--- src/rtl/mm_resp_if.sv ---
// mm_resp_if: CPU request/response and module-side bus of the mm_resp responder.
interface mm_resp_if;
  logic        cpu_de;
  logic        cpu_we;
  logic [7:0]  cpu_mod;
  logic [31:0] cpu_addr;
  logic [31:0] cpu_wdata;
  logic [31:0] cpu_rdata;
  logic        cpu_stall;
  logic        cpu_rdy;
  logic        cpu_err;
  logic [15:0] mod_sel;
  logic        mod_we;
  logic [31:0] mod_addr;
  logic [31:0] mod_wdata;
  logic [15:0] mod_ack;
  logic [31:0] mod_rdata;
  modport slave (
    input  cpu_de, cpu_we, cpu_mod, cpu_addr, cpu_wdata, mod_ack, mod_rdata,
    output cpu_rdata, cpu_stall, cpu_rdy, cpu_err, mod_sel, mod_we, mod_addr, mod_wdata
  );
  modport master (
    output cpu_de, cpu_we, cpu_mod, cpu_addr, cpu_wdata, mod_ack, mod_rdata,
    input  cpu_rdata, cpu_stall, cpu_rdy, cpu_err, mod_sel, mod_we, mod_addr, mod_wdata
  );
endinterface

--- src/rtl/mm_resp.sv ---
// mm_resp: latches a CPU access, selects one module and returns its ack/data as a one-cycle response.
// Optional ack timeout enabled by MM_RESP_TIMEOUT_EN.
module mm_resp #(
  parameter int TIMEOUT = 255
) (
  input logic       clk,
  input logic       rst,
  mm_resp_if.slave  bus
);
  typedef enum logic [1:0] {IDLE, ACCESS, RESP} state_t;
  state_t      state, state_nx;
  logic [15:0] sel, sel_nx;
  logic        we, we_nx;
  logic [31:0] addr, addr_nx, wdata, wdata_nx, rdata, rdata_nx;
  logic        stall, stall_nx, rdy, rdy_nx, err, err_nx;
  logic        valid, ack;
`ifdef MM_RESP_TIMEOUT_EN
  logic [7:0]  cnt, cnt_nx;
  logic        expire;
  assign expire = cnt == 8'(TIMEOUT - 1);
`endif
  if (TIMEOUT < 1 || TIMEOUT > 255) begin : g_timeout_range
    $error("mm_resp: TIMEOUT must be within 1..255");
  end
  assign valid = bus.cpu_mod <= 8'd4 || (bus.cpu_mod >= 8'd8 && bus.cpu_mod <= 8'd10);
  assign ack   = |(bus.mod_ack & sel);
  always_comb begin
    state_nx = state;
    sel_nx   = sel;
    we_nx    = we;
    addr_nx  = addr;
    wdata_nx = wdata;
    rdata_nx = rdata;
    err_nx   = 1'b0;
`ifdef MM_RESP_TIMEOUT_EN
    cnt_nx   = cnt;
`endif
    case (state)
      IDLE: if (bus.cpu_de) begin
        we_nx    = bus.cpu_we;
        addr_nx  = bus.cpu_addr;
        wdata_nx = bus.cpu_wdata;
        sel_nx   = valid ? 16'h1 << bus.cpu_mod[3:0] : 16'h0;
        state_nx = valid ? ACCESS : RESP;
        err_nx   = !valid;
        rdata_nx = valid ? rdata : 32'h0;
`ifdef MM_RESP_TIMEOUT_EN
        cnt_nx   = 8'd0;
`endif
      end
      ACCESS: if (ack) begin
        sel_nx   = 16'h0;
        rdata_nx = we ? 32'h0 : bus.mod_rdata;
        state_nx = RESP;
      end
`ifdef MM_RESP_TIMEOUT_EN
      else if (expire) begin
        sel_nx   = 16'h0;
        rdata_nx = 32'hDEADBEEF;
        err_nx   = 1'b1;
        state_nx = RESP;
      end else cnt_nx = cnt + 8'd1;
`endif
      default: state_nx = IDLE;
    endcase
    stall_nx = state_nx == ACCESS;
    rdy_nx   = state_nx == RESP;
  end
  always_ff @(posedge clk or negedge rst) begin
    if (!rst) begin
      state <= IDLE;
      sel   <= '0;
      we    <= 1'b0;
      addr  <= '0;
      wdata <= '0;
      rdata <= '0;
      stall <= 1'b0;
      rdy   <= 1'b0;
      err   <= 1'b0;
`ifdef MM_RESP_TIMEOUT_EN
      cnt   <= '0;
`endif
    end else begin
      state <= state_nx;
      sel   <= sel_nx;
      we    <= we_nx;
      addr  <= addr_nx;
      wdata <= wdata_nx;
      rdata <= rdata_nx;
      stall <= stall_nx;
      rdy   <= rdy_nx;
      err   <= err_nx;
`ifdef MM_RESP_TIMEOUT_EN
      cnt   <= cnt_nx;
`endif
    end
  end
  assign bus.cpu_rdata = rdata;
  assign bus.cpu_stall = stall;
  assign bus.cpu_rdy   = rdy;
  assign bus.cpu_err   = err;
  assign bus.mod_sel   = sel;
  assign bus.mod_we    = we;
  assign bus.mod_addr  = addr;
  assign bus.mod_wdata = wdata;
endmodule

--- src/flat_wrapper.sv ---
// flat-port wrapper written by rule: the top's interface ports become plain ports
module mm_resp_flat 
#(
  parameter int TIMEOUT = 255
)
  (clk, rst, bus_cpu_de, bus_cpu_we, bus_cpu_mod, bus_cpu_addr, bus_cpu_wdata, bus_mod_ack, bus_mod_rdata, bus_cpu_rdata, bus_cpu_stall, bus_cpu_rdy, bus_cpu_err, bus_mod_sel, bus_mod_we, bus_mod_addr, bus_mod_wdata);
  mm_resp_if bus_i ();
  input logic clk;
  input logic rst;
  input wire logic [$bits(bus_i.cpu_de)-1:0] bus_cpu_de;
  input wire logic [$bits(bus_i.cpu_we)-1:0] bus_cpu_we;
  input wire logic [$bits(bus_i.cpu_mod)-1:0] bus_cpu_mod;
  input wire logic [$bits(bus_i.cpu_addr)-1:0] bus_cpu_addr;
  input wire logic [$bits(bus_i.cpu_wdata)-1:0] bus_cpu_wdata;
  input wire logic [$bits(bus_i.mod_ack)-1:0] bus_mod_ack;
  input wire logic [$bits(bus_i.mod_rdata)-1:0] bus_mod_rdata;
  output wire logic [$bits(bus_i.cpu_rdata)-1:0] bus_cpu_rdata;
  output wire logic [$bits(bus_i.cpu_stall)-1:0] bus_cpu_stall;
  output wire logic [$bits(bus_i.cpu_rdy)-1:0] bus_cpu_rdy;
  output wire logic [$bits(bus_i.cpu_err)-1:0] bus_cpu_err;
  output wire logic [$bits(bus_i.mod_sel)-1:0] bus_mod_sel;
  output wire logic [$bits(bus_i.mod_we)-1:0] bus_mod_we;
  output wire logic [$bits(bus_i.mod_addr)-1:0] bus_mod_addr;
  output wire logic [$bits(bus_i.mod_wdata)-1:0] bus_mod_wdata;
  assign bus_i.cpu_de = bus_cpu_de;
  assign bus_i.cpu_we = bus_cpu_we;
  assign bus_i.cpu_mod = bus_cpu_mod;
  assign bus_i.cpu_addr = bus_cpu_addr;
  assign bus_i.cpu_wdata = bus_cpu_wdata;
  assign bus_i.mod_ack = bus_mod_ack;
  assign bus_i.mod_rdata = bus_mod_rdata;
  assign bus_cpu_rdata = bus_i.cpu_rdata;
  assign bus_cpu_stall = bus_i.cpu_stall;
  assign bus_cpu_rdy = bus_i.cpu_rdy;
  assign bus_cpu_err = bus_i.cpu_err;
  assign bus_mod_sel = bus_i.mod_sel;
  assign bus_mod_we = bus_i.mod_we;
  assign bus_mod_addr = bus_i.mod_addr;
  assign bus_mod_wdata = bus_i.mod_wdata;
  mm_resp #(.TIMEOUT(TIMEOUT)) u_core (.clk(clk), .rst(rst), .bus(bus_i));
endmodule
--- config.mk ---
export PLATFORM = sky130hd
export DESIGN_NAME = mm_resp_flat
export DESIGN_NICKNAME = d
export VERILOG_FILES = /design/src/rtl/mm_resp_if.sv /design/src/rtl/mm_resp.sv /design/src/flat_wrapper.sv
export SDC_FILE = /design/constraint.sdc
export NUM_CORES = 1
export LEC_CHECK = 0
export ABC_CLOCK_PERIOD_IN_PS = 1600
export CAP_MARGIN = 25
export CORE_MARGIN = 2
export CORE_UTILIZATION = 36
export CTS_CLUSTER_SIZE = 14
export DETAILED_ROUTE_END_ITERATION = 8
export PLACE_DENSITY = 0.73
export SLEW_MARGIN = 20
export SYNTH_ARGS = -nofsm -noshare
export SYNTH_HDL_FRONTEND = slang
export SYNTH_SLANG_ARGS = --single-unit
export TNS_END_PERCENT = 5
--- constraint.sdc ---
create_clock -name clk -period 1.6 [get_ports clk]
set_input_delay 0.32 -clock clk [delete_from_list [all_inputs] [get_ports clk]]
set_output_delay 0.32 -clock clk [all_outputs]
set_load 0.01 [all_outputs]
======== Word level (Yosys, flattened, before mapping) ========
Index checks and enable logic that the tools add are counted.
storage, ports and cells
  register bits ........................... 118
  output and inout bits ................... 116
  bits of input ports ..................... 124
operators by class
  shift-type cells ........................ 1
  reduce and logical (&&, ||, !) cells .... 9
  multiplexer cells ....................... 15
  bitwise logic cells ..................... 1
  magnitude comparators ................... 3
  eq/ne operators ......................... 6
operators by type and width
  kind                  count
  $mux 32               4
  $pmux 32 s2           1
  $mux 16               3
  $pmux 16 s2           1
  $and 16x16->16        1
  $reduce_or 16->1      1
  $shl 1x4->16 const A  1
  $ge 8x4->1 const B    1
  $le 8x3->1 const B    1
  $le 8x4->1 const B    1
  $mux 2                3
  $eq 2x1->1 const B    2
  $ne 2x2->1 const B    2
  $pmux 2 s2            1
  $reduce_and 4->1      1
  $reduce_and 3->1      1
  $eq 2x2->1 const B    1
  $logic_not 2->1       1
  $mux 1                2
  $ne 2x1->1 const B    1
  $reduce_and 2->1      1
  $reduce_bool 2->1     1
  $logic_and 1x1->1     1
  $logic_not 1->1       1
  $logic_or 1x1->1      1

======== Longest topological paths before layout ========
  depth in word-level cells ............... 7
  depth in mapped cells ................... 8

======== Worst setup path before layout ========
No wires, ideal clock.
  path type ............................... flip-flop to flip-flop
  start point ............................. reg u_core.sel[10] (netlist: u_core.bus.mod_sel[10])
  end point ............................... reg u_core.rdata[16] (netlist: u_core.bus.cpu_rdata[16])
  period minus slack after synthesis ...... 1708 ps
  setup slack ............................. -108 ps
  path buffers ............................ 3
  arrival time ............................ 1578 ps
  stages on the path, launching flop included .. 9
  setup time .............................. 130 ps
  required time ........................... 1470 ps
  cells stage by stage .................... dfrtp_1 > a22o_1 > a221oi_1 > and4_1 > buf_4 > nand2b_2 > buf_6 > buf_4 > o21ai_0
between the ends
  cells in the longest elaborated chain, start to end .. 4
ends and longest elaborated chain
  element                     line           text
  from (decl)                 mm_resp.sv:12  logic [15:0] sel, sel_nx;
  from (signal assigned)      mm_resp.sv:85  sel <= sel_nx;
  $and 16x16->16              mm_resp.sv:26  assign ack = |(bus.mod_ack & sel);
  $reduce_or 16->1            mm_resp.sv:26
  $ne 2x1->1 (no line)        -
  $reduce_and 4->1 (no line)  -
  to (signal assigned)        mm_resp.sv:89  rdata <= rdata_nx;
  to (decl)                   mm_resp.sv:14  logic [31:0] addr, addr_nx, wdata, wdata_nx, rdata, rdata_nx;
No other way between the ends.
A chain may end at the register's enable or synchronous reset.

======== Worst setup path after layout ========
  start point ............................. reg u_core.sel[6] (netlist: u_core.bus.mod_sel[6])
  end point ............................... reg u_core.rdata[15] (netlist: u_core.bus.cpu_rdata[15])
The elaborated chain is that of the path after synthesis.

==> impl_results.md <==
- Status: finished, violations left
- Failing checks: negative hold slack, negative setup slack
- EDFF count, synth: 0
- IO buf count: 239
- Tcrit/Tclk final: 110.5%
- Synth cell types: 31
- Yosys warnings: 0
- Asr flop ratio synth: 100.0%
- Synth top cells by count: 233 x nand2_1, 118 x dfrtp_1, 35 x o21ai_0
- Count leader, synth: nand2_1
- Worst Clk Skew: 4.702 ps
- DRT iter0 DRCs: 281
- Area occupied by registers: 2953 µm²
- Number of post-CTS setup repair buffers: 0
- Setup slack after layout: -168.1 ps
- First-pass GRT wire length: 24,260 µm
- # H-tree levels: 4
- Die area: 14,160 µm²
- WHS: -46.91 ps
- Power per cell area: 1070 nW/µm²
- Initial antenna violation count: 0
- Worst setup EP type: register
- Critical path peak fanout: 24
- Largest net degree at the start of global routing: 119
- Largest area contributor in the netlist: dfrtp_1
- CTS Buffer Depth: 2
- CTS Hold Bufs: 0
- Number of vias per cell: 4.808
- DRT Pass-1 Iters: 4
- Register area share after synthesis: 62.02%
- Cell count after synthesis: 504
- Vias in the first global route: 4,826
- Leading register cell type out of synthesis: dfrtp_1
- Final worst path period need: 1768 ps
- Final setup violation count: 52
- Delay of the slowest critical-path stage: 370 ps
- Crit path cell chain: a22o_1, a221oi_2, buf_4, and4_4, nand2b_4, buf_12, o21ai_0
- Max-slew violation count: 0
- Total grt overflow: 0
- Routability congestion estimate from global placement: 0.7821
- Die width: 119.0 µm
- Final antenna-violating net count: 0
- # Max-Cap Violations: 0
- Worst Path Arrival: 2040 ps
- Vias: 4,616
- Fin util: 62.30%
- Req. time, crit path: 1870 ps
- RSZ-0062 raised after global routing: true
- WL/cell: 15.49 µm
- Multi-input combinational cell area: 1685 µm²
- Initial core utilization: 36.38%
- Fmax: 0.5656 GHz
- Mean Syn Cell Area: 9.446 µm²
- DRC Markers: 0
- CTS tree: yes
- Slew @ Worst Pin: 695.8 ps
- Area Growth Syn to Fin: 71.22%
- Reg clk slew, reported paths: 50 ps
- #FFs+latches synth: 118
- Worst-Skew Late Latency: 410 ps
- Hpwl dp: 10,590 µm
- Routed WL: 14,870 µm
- Setup CP Type: reg2reg
- Die Y: 119.0 µm
- Startpoint types: register
- Dominant cells by area after synthesis: dfrtp_1 62%, nand2_1 18%, o211ai_1 5.0%
- Share of layout cells above drive strength 1: 11.22%
- Root Driver: clkbuf_16
- Cts bufs inserted: 17
- Post-synth top area share: 62.02%
- Ports: 240
- GRT Util Overall: 21.69%
- Hold WC Path Type: in2async
- CP max stage cell: dfrtp_1
- Slew HR: 53.62%
- Syn_nets: 628
- Leakage: 4.197 nW
- Hold Vio Cnt, Final: 18
- ANT cells: 0
- # rows: 42
- Final #Nets: 896
- Fillers: 1,096
- Post-Syn Area: 4761 µm²
- Total core area: 13,090 µm²
- Total Neg Setup Slack: -6324 ps
- Maximum VDD drop: 0.7160 mV
- Total clock sinks: 118
## stage by stage
stage | area [µm²] | power [mW] | setup slack (ps) | hold slack (ps) | std cells
final | 8152 | 8.722 | -168.1 | -46.91 | 960
after global routing | 8152 | 9.084 | -235.4 | 67.96 | 960
after CTS | 8135 | 8.824 | -170.5 | 33.09 | 960
after detailed placement | 7637 | 5.037 | -671.7 | 461.4 | 929
after global placement | 7637 | 4.985 | -640.8 | 456.1 | 929
after floorplan | 4773 | 3.934 | -77.63 | 24.41 | 504
## power by group
part | switching, mW | total (mW) | internal [mW]
Combinational | 0.678 | 1.38 | 0.700
Sequential | 0.143 | 3.40 | 3.26
Clock | 1.28 | 3.94 | 2.66
Total | 2.10 | 8.72 | 6.62
## final cells by class
type / count / share of cell area [%]
Clock buffer: 21 / 5.649
Sequential cell: 118 / 36.22
Tap cell: 176 / 2.701
Multi-Input combinational cell: 348 / 20.68
Clock inverter: 10 / 1.873
Timing Repair Buffer: 285 / 32.79
Inverter: 2 / 0.09210
## kinds of logic (layout without fill, tap and decap cells)
| logic type | count (synthesis) | after routing | share of synthesized area (%) |
|---|---|---|---|
| simple gates | 261 | 261 | 21.89 |
| flops | 118 | 118 | 62.02 |
| compound gates | 87 | 87 | 12.38 |
| buf+inv | 38 | 318 | 3.705 |
## worst max-delay path: cells and delay by family, from the launching register on
family	cells	cell delay, ps
buffers and inverters	2	310
AOI/OAI and AO/OA	3	550
and+or+nand+nor	2	400
DFF	1	370
## registers in the layout (all words and copies together), names as in the netlist
| name | count |
|---|---|
| u_core.bus.cpu_rdy | 1 |
| u_core.bus.mod_addr | 32 |
| u_core.bus.mod_wdata | 32 |
| u_core.bus.cpu_rdata | 32 |
| u_core.bus.mod_we | 1 |
| u_core.bus.mod_sel | 16 |
| u_core.bus.cpu_stall | 1 |
| u_core.bus.cpu_err | 1 |
| u_core.state | 2 |
## per-layer routing
metal  GRT usage, %  share of wire (%)  vias to the layer above
li1               -                  -                     2204
met1          25.93                 41                     2202
met2          36.06                 49                      181
met3          6.944                6.9                       29
met4          9.152                2.8                        0
met5              0                  0                        -
## path summary, 6_finish.rpt
check | startpoint | endpoint | slack (ps) | depth (start not counted)
max | u_core.bus.mod_sel[6]$_DFFE_PN0P_ | u_core.bus.cpu_rdata[15]$_DFFE_PN0P_ | -170 | 7
min | rst | u_core.bus.mod_wdata[26]$_DFFE_PN0P_ | -50 | 2
max reg2reg | u_core.bus.mod_sel[6]$_DFFE_PN0P_ | u_core.bus.cpu_rdata[15]$_DFFE_PN0P_ | -170 | 7
min reg2reg | u_core.bus.mod_addr[16]$_DFFE_PN0P_ | u_core.bus.mod_addr[16]$_DFFE_PN0P_ | 470 | 2
max in group asynchronous | rst | u_core.bus.mod_sel[1]$_DFFE_PN0P_ | 1080 | 2
min in group clk | bus_cpu_addr[8] | u_core.bus.mod_addr[8]$_DFFE_PN0P_ | 440 | 3
## cell usage in the layout, fill, tap and decap left out, drive strengths merged, types with 2 or more instances in the layout
cell / n
clkdlybuf4s15: 3
nor4b: 2
dlygate4sd2: 112
clkinv: 5
nand2b: 2
bufinv: 4
clkbuf: 21
nand2: 233
buf: 47
o211ai: 32
nor4: 2
clkdlybuf4s50: 122
a221oi: 4
a21o: 2
dfrtp: 118
and3: 9
a32o: 6
nor2: 7
inv: 2
o21ai: 35
a22o: 4
## timing repair
| action | 4_1_cts | 5_1_grt |
|---|---|---|
| endpoints found under the setup margin | 167 | 57 |
| gates resized for setup | 122 | 23 |
| pin swaps | 1 | 3 |
(Power assumes the default switching activity.)
